==> src/rtl/board_link.sv <==
// ============================================================================
// board_link : typed 4-phase req/ack message link for the two-board guessing game
// Rev 1.0    : initial release
// ============================================================================
`default_nettype none

module board_link #(
  parameter int ID_W        = 4,
  parameter int N_PERSONS   = 9,
  parameter int SYNC_STAGES = 2,
  parameter int TIMEOUT_CYC = 1000000
) (
  input  logic            clk,
  input  logic            rst_n,
  input  logic [ID_W-1:0] my_person,
  input  logic            send_person,
  input  logic            guess_valid,
  input  logic [ID_W-1:0] guess_id,
  input  logic            reset_req,
  input  logic            clr_result,
  output logic [ID_W+1:0] tx_data,
  output logic            tx_req,
  input  logic            tx_ack_in,
  input  logic [ID_W+1:0] rx_data,
  input  logic            rx_req,
  output logic            rx_ack,
  output logic [1:0]      result,
  output logic [ID_W-1:0] peer_person,
  output logic            peer_person_valid,
  output logic            peer_reset,
  output logic            link_busy,
  output logic            link_err
);

  localparam int DW = ID_W + 2;
  localparam int TW = $clog2(TIMEOUT_CYC + 1);
  localparam logic [TW-1:0]   TOUT_LAST = TW'(TIMEOUT_CYC - 1);
  localparam logic [ID_W:0]   MAX_ID    = (ID_W+1)'(N_PERSONS);

  localparam logic [1:0] MSG_PERSON = 2'b01;
  localparam logic [1:0] MSG_RESULT = 2'b10;
  localparam logic [1:0] MSG_RESET  = 2'b11;

  localparam logic [1:0] RES_NONE = 2'b00;
  localparam logic [1:0] RES_WIN  = 2'b10;
  localparam logic [1:0] RES_LOSE = 2'b01;

  localparam logic [1:0] TX_IDLE = 2'd0;
  localparam logic [1:0] TX_REQ  = 2'd1;
  localparam logic [1:0] TX_REL  = 2'd2;
  localparam logic [0:0] RX_IDLE = 1'b0;
  localparam logic [0:0] RX_ACK  = 1'b1;

  logic [SYNC_STAGES-1:0]         ack_sync_q, ack_sync_d, req_sync_q, req_sync_d;
  logic [SYNC_STAGES-1:0][DW-1:0] data_sync_q, data_sync_d;

  logic [1:0]      tx_state_q, tx_state_d;
  logic [0:0]      rx_state_q, rx_state_d;
  logic [TW-1:0]   timer_q, timer_d;
  logic [DW-1:0]   tx_data_q, tx_data_d;
  logic            link_err_q, link_err_d;
  logic            pend_rst_q, pend_rst_d, pend_res_q, pend_res_d, pend_per_q, pend_per_d;
  logic            res_lose_q, res_lose_d;
  logic [1:0]      result_q, result_d;
  logic [ID_W-1:0] peer_person_q, peer_person_d;
  logic            ppv_q, ppv_d;
  logic            peer_reset_q, peer_reset_d;
  logic            guess_pend_q, guess_pend_d;
  logic [ID_W-1:0] guess_id_q, guess_id_d;

  logic            ack_s, req_s;
  logic [DW-1:0]   data_s;
  logic            rx_fire, rx_person, rx_result, rx_reset, wipe, guess_ok, eval, win;
  logic [ID_W-1:0] rx_pay, res_pay;

  always_comb begin
    ack_sync_d  = {ack_sync_q[SYNC_STAGES-2:0], tx_ack_in};
    req_sync_d  = {req_sync_q[SYNC_STAGES-2:0], rx_req};
    data_sync_d = {data_sync_q[SYNC_STAGES-2:0], rx_data};
    ack_s  = ack_sync_q[SYNC_STAGES-1];
    req_s  = req_sync_q[SYNC_STAGES-1];
    data_s = data_sync_q[SYNC_STAGES-1];
  end

  // Decode only on the IDLE->ACK transition so each handshake acts once.
  always_comb begin
    rx_fire   = (rx_state_q == RX_IDLE) && req_s;
    rx_pay    = data_s[ID_W-1:0];
    rx_person = rx_fire && (data_s[DW-1:DW-2] == MSG_PERSON);
    rx_result = rx_fire && (data_s[DW-1:DW-2] == MSG_RESULT);
    rx_reset  = rx_fire && (data_s[DW-1:DW-2] == MSG_RESET);
    rx_state_d = rx_state_q;
    if (rx_state_q == RX_IDLE && req_s)       rx_state_d = RX_ACK;
    else if (rx_state_q == RX_ACK && !req_s)  rx_state_d = RX_IDLE;
  end

  always_comb begin
    wipe     = rx_reset || reset_req;
    guess_ok = guess_valid && (result_q == RES_NONE) && (guess_id != '0) &&
               ({1'b0, guess_id} <= MAX_ID);
    eval     = guess_pend_q && ppv_q && (result_q == RES_NONE) && !wipe;
    win      = (guess_id_q == peer_person_q);

    result_d      = result_q;
    peer_person_d = peer_person_q;
    ppv_d         = ppv_q;
    guess_pend_d  = guess_pend_q;
    guess_id_d    = guess_id_q;
    pend_rst_d    = pend_rst_q;
    pend_res_d    = pend_res_q;
    pend_per_d    = pend_per_q;
    res_lose_d    = res_lose_q;
    peer_reset_d  = rx_reset;

    if (tx_state_q == TX_REQ && ack_s) begin
      case (tx_data_q[DW-1:DW-2])
        MSG_RESET:  pend_rst_d = 1'b0;
        MSG_RESULT: pend_res_d = 1'b0;
        MSG_PERSON: pend_per_d = 1'b0;
        default:    ;
      endcase
    end

    if (eval) begin
      result_d     = win ? RES_WIN : RES_LOSE;
      pend_res_d   = 1'b1;
      res_lose_d   = !win;
      guess_pend_d = 1'b0;
    end else if (guess_pend_q && result_q != RES_NONE) begin
      guess_pend_d = 1'b0;
    end
    if (guess_ok) begin
      guess_pend_d = 1'b1;
      guess_id_d   = guess_id;
    end
    if (rx_person) begin
      peer_person_d = rx_pay;
      ppv_d         = 1'b1;
    end
    if (rx_result && result_q == RES_NONE && !eval)
      result_d = rx_pay[0] ? RES_WIN : RES_LOSE;
    if (clr_result) begin
      result_d     = RES_NONE;
      guess_pend_d = 1'b0;
    end
    // Reset clears last so it overrides any result set in the same cycle.
    if (wipe) begin
      result_d     = RES_NONE;
      ppv_d        = 1'b0;
      guess_pend_d = 1'b0;
      pend_res_d   = 1'b0;
      pend_per_d   = 1'b0;
    end
    if (reset_req)   pend_rst_d = 1'b1;
    if (send_person) pend_per_d = 1'b1;
  end

  always_comb begin
    res_pay    = '0;
    res_pay[0] = res_lose_q;
    tx_state_d = tx_state_q;
    tx_data_d  = tx_data_q;
    link_err_d = link_err_q;
    timer_d    = timer_q + TW'(1);
    case (tx_state_q)
      TX_IDLE: begin
        timer_d = '0;
        if (pend_rst_q)      tx_data_d = {MSG_RESET, {ID_W{1'b0}}};
        else if (pend_res_q) tx_data_d = {MSG_RESULT, res_pay};
        else if (pend_per_q) tx_data_d = {MSG_PERSON, my_person};
        if (pend_rst_q || pend_res_q || pend_per_q) tx_state_d = TX_REQ;
      end
      TX_REQ, TX_REL: begin
        if ((tx_state_q == TX_REQ) == ack_s) begin
          tx_state_d = (tx_state_q == TX_REQ) ? TX_REL : TX_IDLE;
          timer_d    = '0;
        end else if (timer_q == TOUT_LAST) begin
          tx_state_d = TX_IDLE;
          link_err_d = 1'b1;
          timer_d    = '0;
        end
      end
      default: tx_state_d = TX_IDLE;
    endcase
  end

  always_ff @(posedge clk or negedge rst_n) begin
    if (!rst_n) begin
      ack_sync_q    <= '0;
      req_sync_q    <= '0;
      data_sync_q   <= '0;
      tx_state_q    <= TX_IDLE;
      rx_state_q    <= RX_IDLE;
      timer_q       <= '0;
      tx_data_q     <= '0;
      link_err_q    <= 1'b0;
      pend_rst_q    <= 1'b0;
      pend_res_q    <= 1'b0;
      pend_per_q    <= 1'b0;
      res_lose_q    <= 1'b0;
      result_q      <= RES_NONE;
      peer_person_q <= '0;
      ppv_q         <= 1'b0;
      peer_reset_q  <= 1'b0;
      guess_pend_q  <= 1'b0;
      guess_id_q    <= '0;
    end else begin
      ack_sync_q    <= ack_sync_d;
      req_sync_q    <= req_sync_d;
      data_sync_q   <= data_sync_d;
      tx_state_q    <= tx_state_d;
      rx_state_q    <= rx_state_d;
      timer_q       <= timer_d;
      tx_data_q     <= tx_data_d;
      link_err_q    <= link_err_d;
      pend_rst_q    <= pend_rst_d;
      pend_res_q    <= pend_res_d;
      pend_per_q    <= pend_per_d;
      res_lose_q    <= res_lose_d;
      result_q      <= result_d;
      peer_person_q <= peer_person_d;
      ppv_q         <= ppv_d;
      peer_reset_q  <= peer_reset_d;
      guess_pend_q  <= guess_pend_d;
      guess_id_q    <= guess_id_d;
    end
  end

  assign tx_data           = tx_data_q;
  assign tx_req            = (tx_state_q == TX_REQ);
  assign link_busy         = (tx_state_q != TX_IDLE);
  assign link_err          = link_err_q;
  assign rx_ack            = (rx_state_q == RX_ACK);
  assign result            = result_q;
  assign peer_person       = peer_person_q;
  assign peer_person_valid = ppv_q;
  assign peer_reset        = peer_reset_q;

endmodule

`default_nettype wire

==> config.mk <==
export PLATFORM = sky130hd
export DESIGN_NAME = board_link
export DESIGN_NICKNAME = d
export VERILOG_FILES = /design/src/rtl/board_link.sv
export SDC_FILE = /design/constraint.sdc
export NUM_CORES = 1
export LEC_CHECK = 0
export ABC_CLOCK_PERIOD_IN_PS = 2800
export BUFFER_PORTS_ARGS = -buffer_cell sky130_fd_sc_hd__buf_2
export CAP_MARGIN = 20
export CORE_ASPECT_RATIO = 1.4
export CORE_UTILIZATION = 40
export DETAILED_ROUTE_END_ITERATION = 16
export PLACE_DENSITY = 0.57
export REMOVE_ABC_BUFFERS = 1
export SLEW_MARGIN = 20
export SYNTH_ARGS = -nofsm -noshare
export SYNTH_HDL_FRONTEND = slang
export SYNTH_SLANG_ARGS = --single-unit
==> constraint.sdc <==
create_clock -name clk -period 2.8 [get_ports clk]
set_input_delay 0.42 -clock clk [delete_from_list [all_inputs] [get_ports clk]]
set_output_delay 0.42 -clock clk [all_outputs]
set_load 0.03 [all_outputs]
# After elaboration in Yosys (flattened, before gate mapping)
# Index checks and enable logic that the tools add are counted.
dict set report classes {
  add_sub_neg 1
  order_cmp 1
  n_eq_ne 13
  n_mux 37
  n_bitwise 2
  n_reduce_logical 45
}
# cell count
set op_table {}
lappend op_table {{20-bit two-way mux} 2}
lappend op_table {{20-bit one-hot mux with 2 select lines} 1}
lappend op_table {{20-bit by 1-bit adder with 20-bit output, second input constant} 1}
lappend op_table {{20-bit equality test, second input constant} 1}
lappend op_table {{1-bit two-way mux} 20}
lappend op_table {{2-bit two-way mux} 10}
lappend op_table {{6-bit two-way mux} 3}
lappend op_table {{1-bit logical AND} 15}
lappend op_table {{3-bit nonzero test} 5}
lappend op_table {{2-bit nonzero test} 6}
lappend op_table {{2-bit equality test, second input constant} 5}
lappend op_table {{2-bit AND reduction} 5}
lappend op_table {{4-bit nonzero test} 2}
lappend op_table {{2-bit by 1-bit equality test with 1-bit output, second input constant} 3}
lappend op_table {{5-bit nonzero test} 1}
lappend op_table {{4-bit equality test} 1}
lappend op_table {{4-bit <= comparator, second input constant} 1}
lappend op_table {{1-bit logical NOT} 4}
lappend op_table {{2-bit logical NOT} 2}
lappend op_table {{2-bit one-hot mux with 2 select lines} 1}
lappend op_table {{1-bit logical OR} 3}
lappend op_table {{3-bit inequality test, second input constant} 1}
lappend op_table {{3-bit AND reduction} 1}
lappend op_table {{2-bit inequality test, second input constant} 1}
lappend op_table {{3 further kinds} 4}
dict set report word_totals {
  regBits 63
  output_inout_bits 18
  wordCells 118
}

# Longest topological paths before layout
dict set report depth {
  word_depth 11
  ltp_mapped 7
}

# Least setup slack after synthesis
# Ideal clock, no wire load.
dict set report synth_timing {
  path_kind {reg2reg}
  from {register timer_q[0]}
  to {register timer_q[16]}
  setup_time_ns 0.082
  arrival_time_ns 1.877
  slack_ns 0.841
  path_stages_with_launch 7
  path_buffers 1
  period_less_slack_ns 1.959
  cell_sequence {dfrtp_1 ha_1 nand3_1 or4_1 buf_2 or3_1 a22oi_2}
}
dict set report synth_via {
  elab_chain_cells 4
  word_cells_on_any_way 5
  classes_between {add/sub (1); eq/ne (1); mux (3)}
}
# item line
set synth_lines {}
lappend synth_lines {{start, declared} 59} ;# logic [TW-1:0] timer_q, timer_d;
lappend synth_lines {{start signal, assigned} 213} ;# timer_q <= timer_d;
lappend synth_lines {{20-bit by 1-bit adder with 20-bit output / 20-bit equality test (equally long branches)} {164, 177}}
lappend synth_lines {{20-bit two-way mux} 177} ;# end else if (timer_q == TOUT_LAST) begin
lappend synth_lines {{20-bit two-way mux} 174} ;# if ((tx_state_q == TX_REQ) == ack_s) begin
lappend synth_lines {{20-bit one-hot mux with 2 select lines (*)} 165} ;# case (tx_state_q)
lappend synth_lines {{named net timer_d[16]} 59}
# The timed path passes the listed nets; every way through them passes the cells marked *.
# A chain may end at the register's enable or synchronous reset.

# Worst setup path after layout
# Ends and elaborated chain as after synthesis.

==> summary.txt <==
Top FF cell, synth: dfrtp_1
Vias in the first global route: 2036
Setup ws final: 707 ps
Reg-to-Reg End: timer_q[16]
Power density cells: 788 nW/um2
Die height: 100 um
Detail Route Antenna Nets: 0
Number of synthesized flops with an enable pin: 0
Share of cells above drive strength 1: 25.7%
P&R area growth vs syn: 17.6%
Port-buffer cells: 39
Power Total: 2550 uW
FILL cells: 629
WL per Instance: 14.1 um
Die W: 72.1 um
Antenna Cells: 0
Area contributors post-synth: dfrtp_1, mux2_2, a21oi_1
Clock sink count: 63
Final setup viols: 0
Commonest non-fill, non-tap cells in the layout: dfrtp_1, buf_2, a21oi_1, nand2_1, clkbuf_8
Place WS: 734 ps
Via count: 1986
Distinct cells, synth: 44
Initial Util: 41.6%
Setup TNS: 0 ps
CP arrival: 2340 ps
Crit path launch type: flip-flop
Worst slew margin: 51.0%
Layout Cells excl Fill: 380
Status: finished clean
P_leak: 0.00142 uW
Fin util: 49.0%
Antenna violations before repair: 0
Worst Tran Pin Value: 726 ps
Sequential share of the synthesized area: 57.2%
Dpl cells: 364
Internal Power: 1660 uW
Cts hold-fix bufs: 0
Avg Cell Area, Syn: 11.5 um2
Setup Skew: 10.5 ps
Syn Std Cell Area: 2750 um2
Cts bufs inserted: 9
Crit end category: flip-flop
Gr usage total: 17.3%
Post-DP HPWL: 3750 um
Reg area: 1580 um2
Flops & latches, synth: 63
Yosys top cell area share: 57.2%
WL final: 5360 um
Gr ovfl total: 0
Top Ports: 40
Final Max Slew Viols: 0
Starting DRT DRC Count: 117
Drt via density: 5.23
Gp weighted congestion: 0.831
Clk slew on worst S/H paths: 70 ps
Die Footprint: 7230 um2
Fin crit share: 74.7%
Register share of total power: 44.4%
Worst-skew pair later-pin latency: 340 ps
Hold Crit Class: input port to async pin
Number of max-cap violations: 0
Area of the multi-input gates: 1120 um2
Clock power frac: 27.5%
Switching Share: 35.0%
Post-CTS sizing: 0
Root Driver: clkbuf_8
Critical path required time: 3050 ps
Post-Synthesis Cells: 239
Synth warnings: 0
RR Startpoint: timer_q[0]
CTS tree: done
Most common cell after layout, fill and taps aside: dfrtp_1
Psw: 893 uW
R2R depth: 5
Leading area contributor after synthesis: dfrtp_1
Combinational group share of total power: 28.1%
Min cycle time layout: 2090 ps
FFs w/ async S/R, synth: 100%
VDD IR max: 440 uV
DR pass1 iterations: 4
Residual DRC: 0
Largest net degree at the start of global routing: 64
Critical path class: flip-flop to flip-flop
Clk buf depth: 2
Setup bufs post-CTS: 0
H-tree levels: 3
CP Max Fanout: 7
RSZ-0062 raised after global routing: false
Fmax: 478 MHz
Core area: 6610 um2
R2R setup slack: 710 ps
Final net count: 311
Row count: 35
Final Hold Vio Count: 0
First-pass GRT wire length: 9480 um
-- cell families after synthesis --
| logic type | after synthesis | share of synthesized area [%] |
|---|---|---|
| simple gates | 77 | 16.1 |
| xor+xnor | 16 | 5.09 |
| buf+inv | 15 | 2.18 |
| mux | 10 | 4.09 |
| compound gates | 52 | 12.6 |
| fa+ha+maj | 6 | 2.73 |
| flops | 63 | 57.2 |
-- critical path, cell delays in order (launching register included) --
cell     delay [ps]
dfrtp_1         420
ha_1            280
nand3_1         140
or4_1           630
or3_1           400
a22oi_2         140
-- registers in the layout, indices dropped and copies added (netlist names), 2 cells and up --
| name | cells |
|---|---|
| ack_sync_q | 2 |
| data_s | 6 |
| data_sync_d | 6 |
| guess_id_q | 4 |
| peer_person | 4 |
| req_sync_q | 2 |
| result | 2 |
| timer_q | 20 |
| tx_data | 6 |
| tx_state_q | 2 |
-- cell usage after synthesis, types with 2 or more instances --
master,instances
nor3_1,4
nand3b_1,3
inv_1,6
a21o_1,2
xnor2_1,9
or3_1,6
or2_2,2
xor2_1,7
nand2_1,17
clkbuf_1,6
and2_1,2
or4_1,3
a22oi_1,5
a211oi_1,4
nor2b_1,2
a21oi_1,18
dfrtp_1,63
and3b_1,2
a22oi_2,2
nor4_1,5
ha_1,6
a22o_1,3
nor2_1,6
nand3_1,9
mux2_2,10
and3_1,2
o21ai_0,9
buf_2,3
nand4_1,8
-- final cells by class --
cell class / instances / area share, %
inverter: 6 / 0.696
sequential: 63 / 48.7
tap: 92 / 3.55
multi-input combinational: 161 / 34.5
clock buffer: 13 / 4.91
clock inverter: 3 / 0.541
timing repair buffer: 42 / 7.11
-- stage by stage --
step	area, um2	hold slack, ps
CTS	3240	92.2
global route	3240	94.7
finish	3240	79.6
floorplan	2720	124
global placement	3060	332
detailed placement	3060	336
-- per-layer routing --
layer / vias to the layer above / share of wire, % / GRT usage [%]
li1: 967 / - / -
met1: 967 / 42 / 19.9
met2: 39 / 51 / 29.0
met3: 13 / 3.5 / 3.82
met4: 0 / 2.9 / 10.3
met5: - / 0 / 0
-- how the worst max path moves through the flow --
stage                from  slack, ps  cells after the start           to
2_1_floorplan  timer_q[8]        840                      4  timer_q[13]
3_3_place_gp   timer_q[0]        770                      5  timer_q[18]
3_5_place_dp   timer_q[0]        730                      5  timer_q[18]
4_1_cts        timer_q[0]        710                      5  timer_q[16]
5_1_grt        timer_q[1]        500                      6   timer_q[1]
6_report       timer_q[0]        710                      5  timer_q[16]
-- power by group through the flow --
| stage | clock [uW] | combinational [uW] | sequential, uW |
|---|---|---|---|
| CTS | 728 | 731 | 1130 |
| global placement | 0 | 724 | 1150 |
| global route | 771 | 796 | 1150 |
| detailed placement | 0 | 728 | 1150 |
| finish | 702 | 717 | 1130 |
| floorplan | 0 | 383 | 1240 |
No activity file was read; power rests on OpenSTA's default activity.
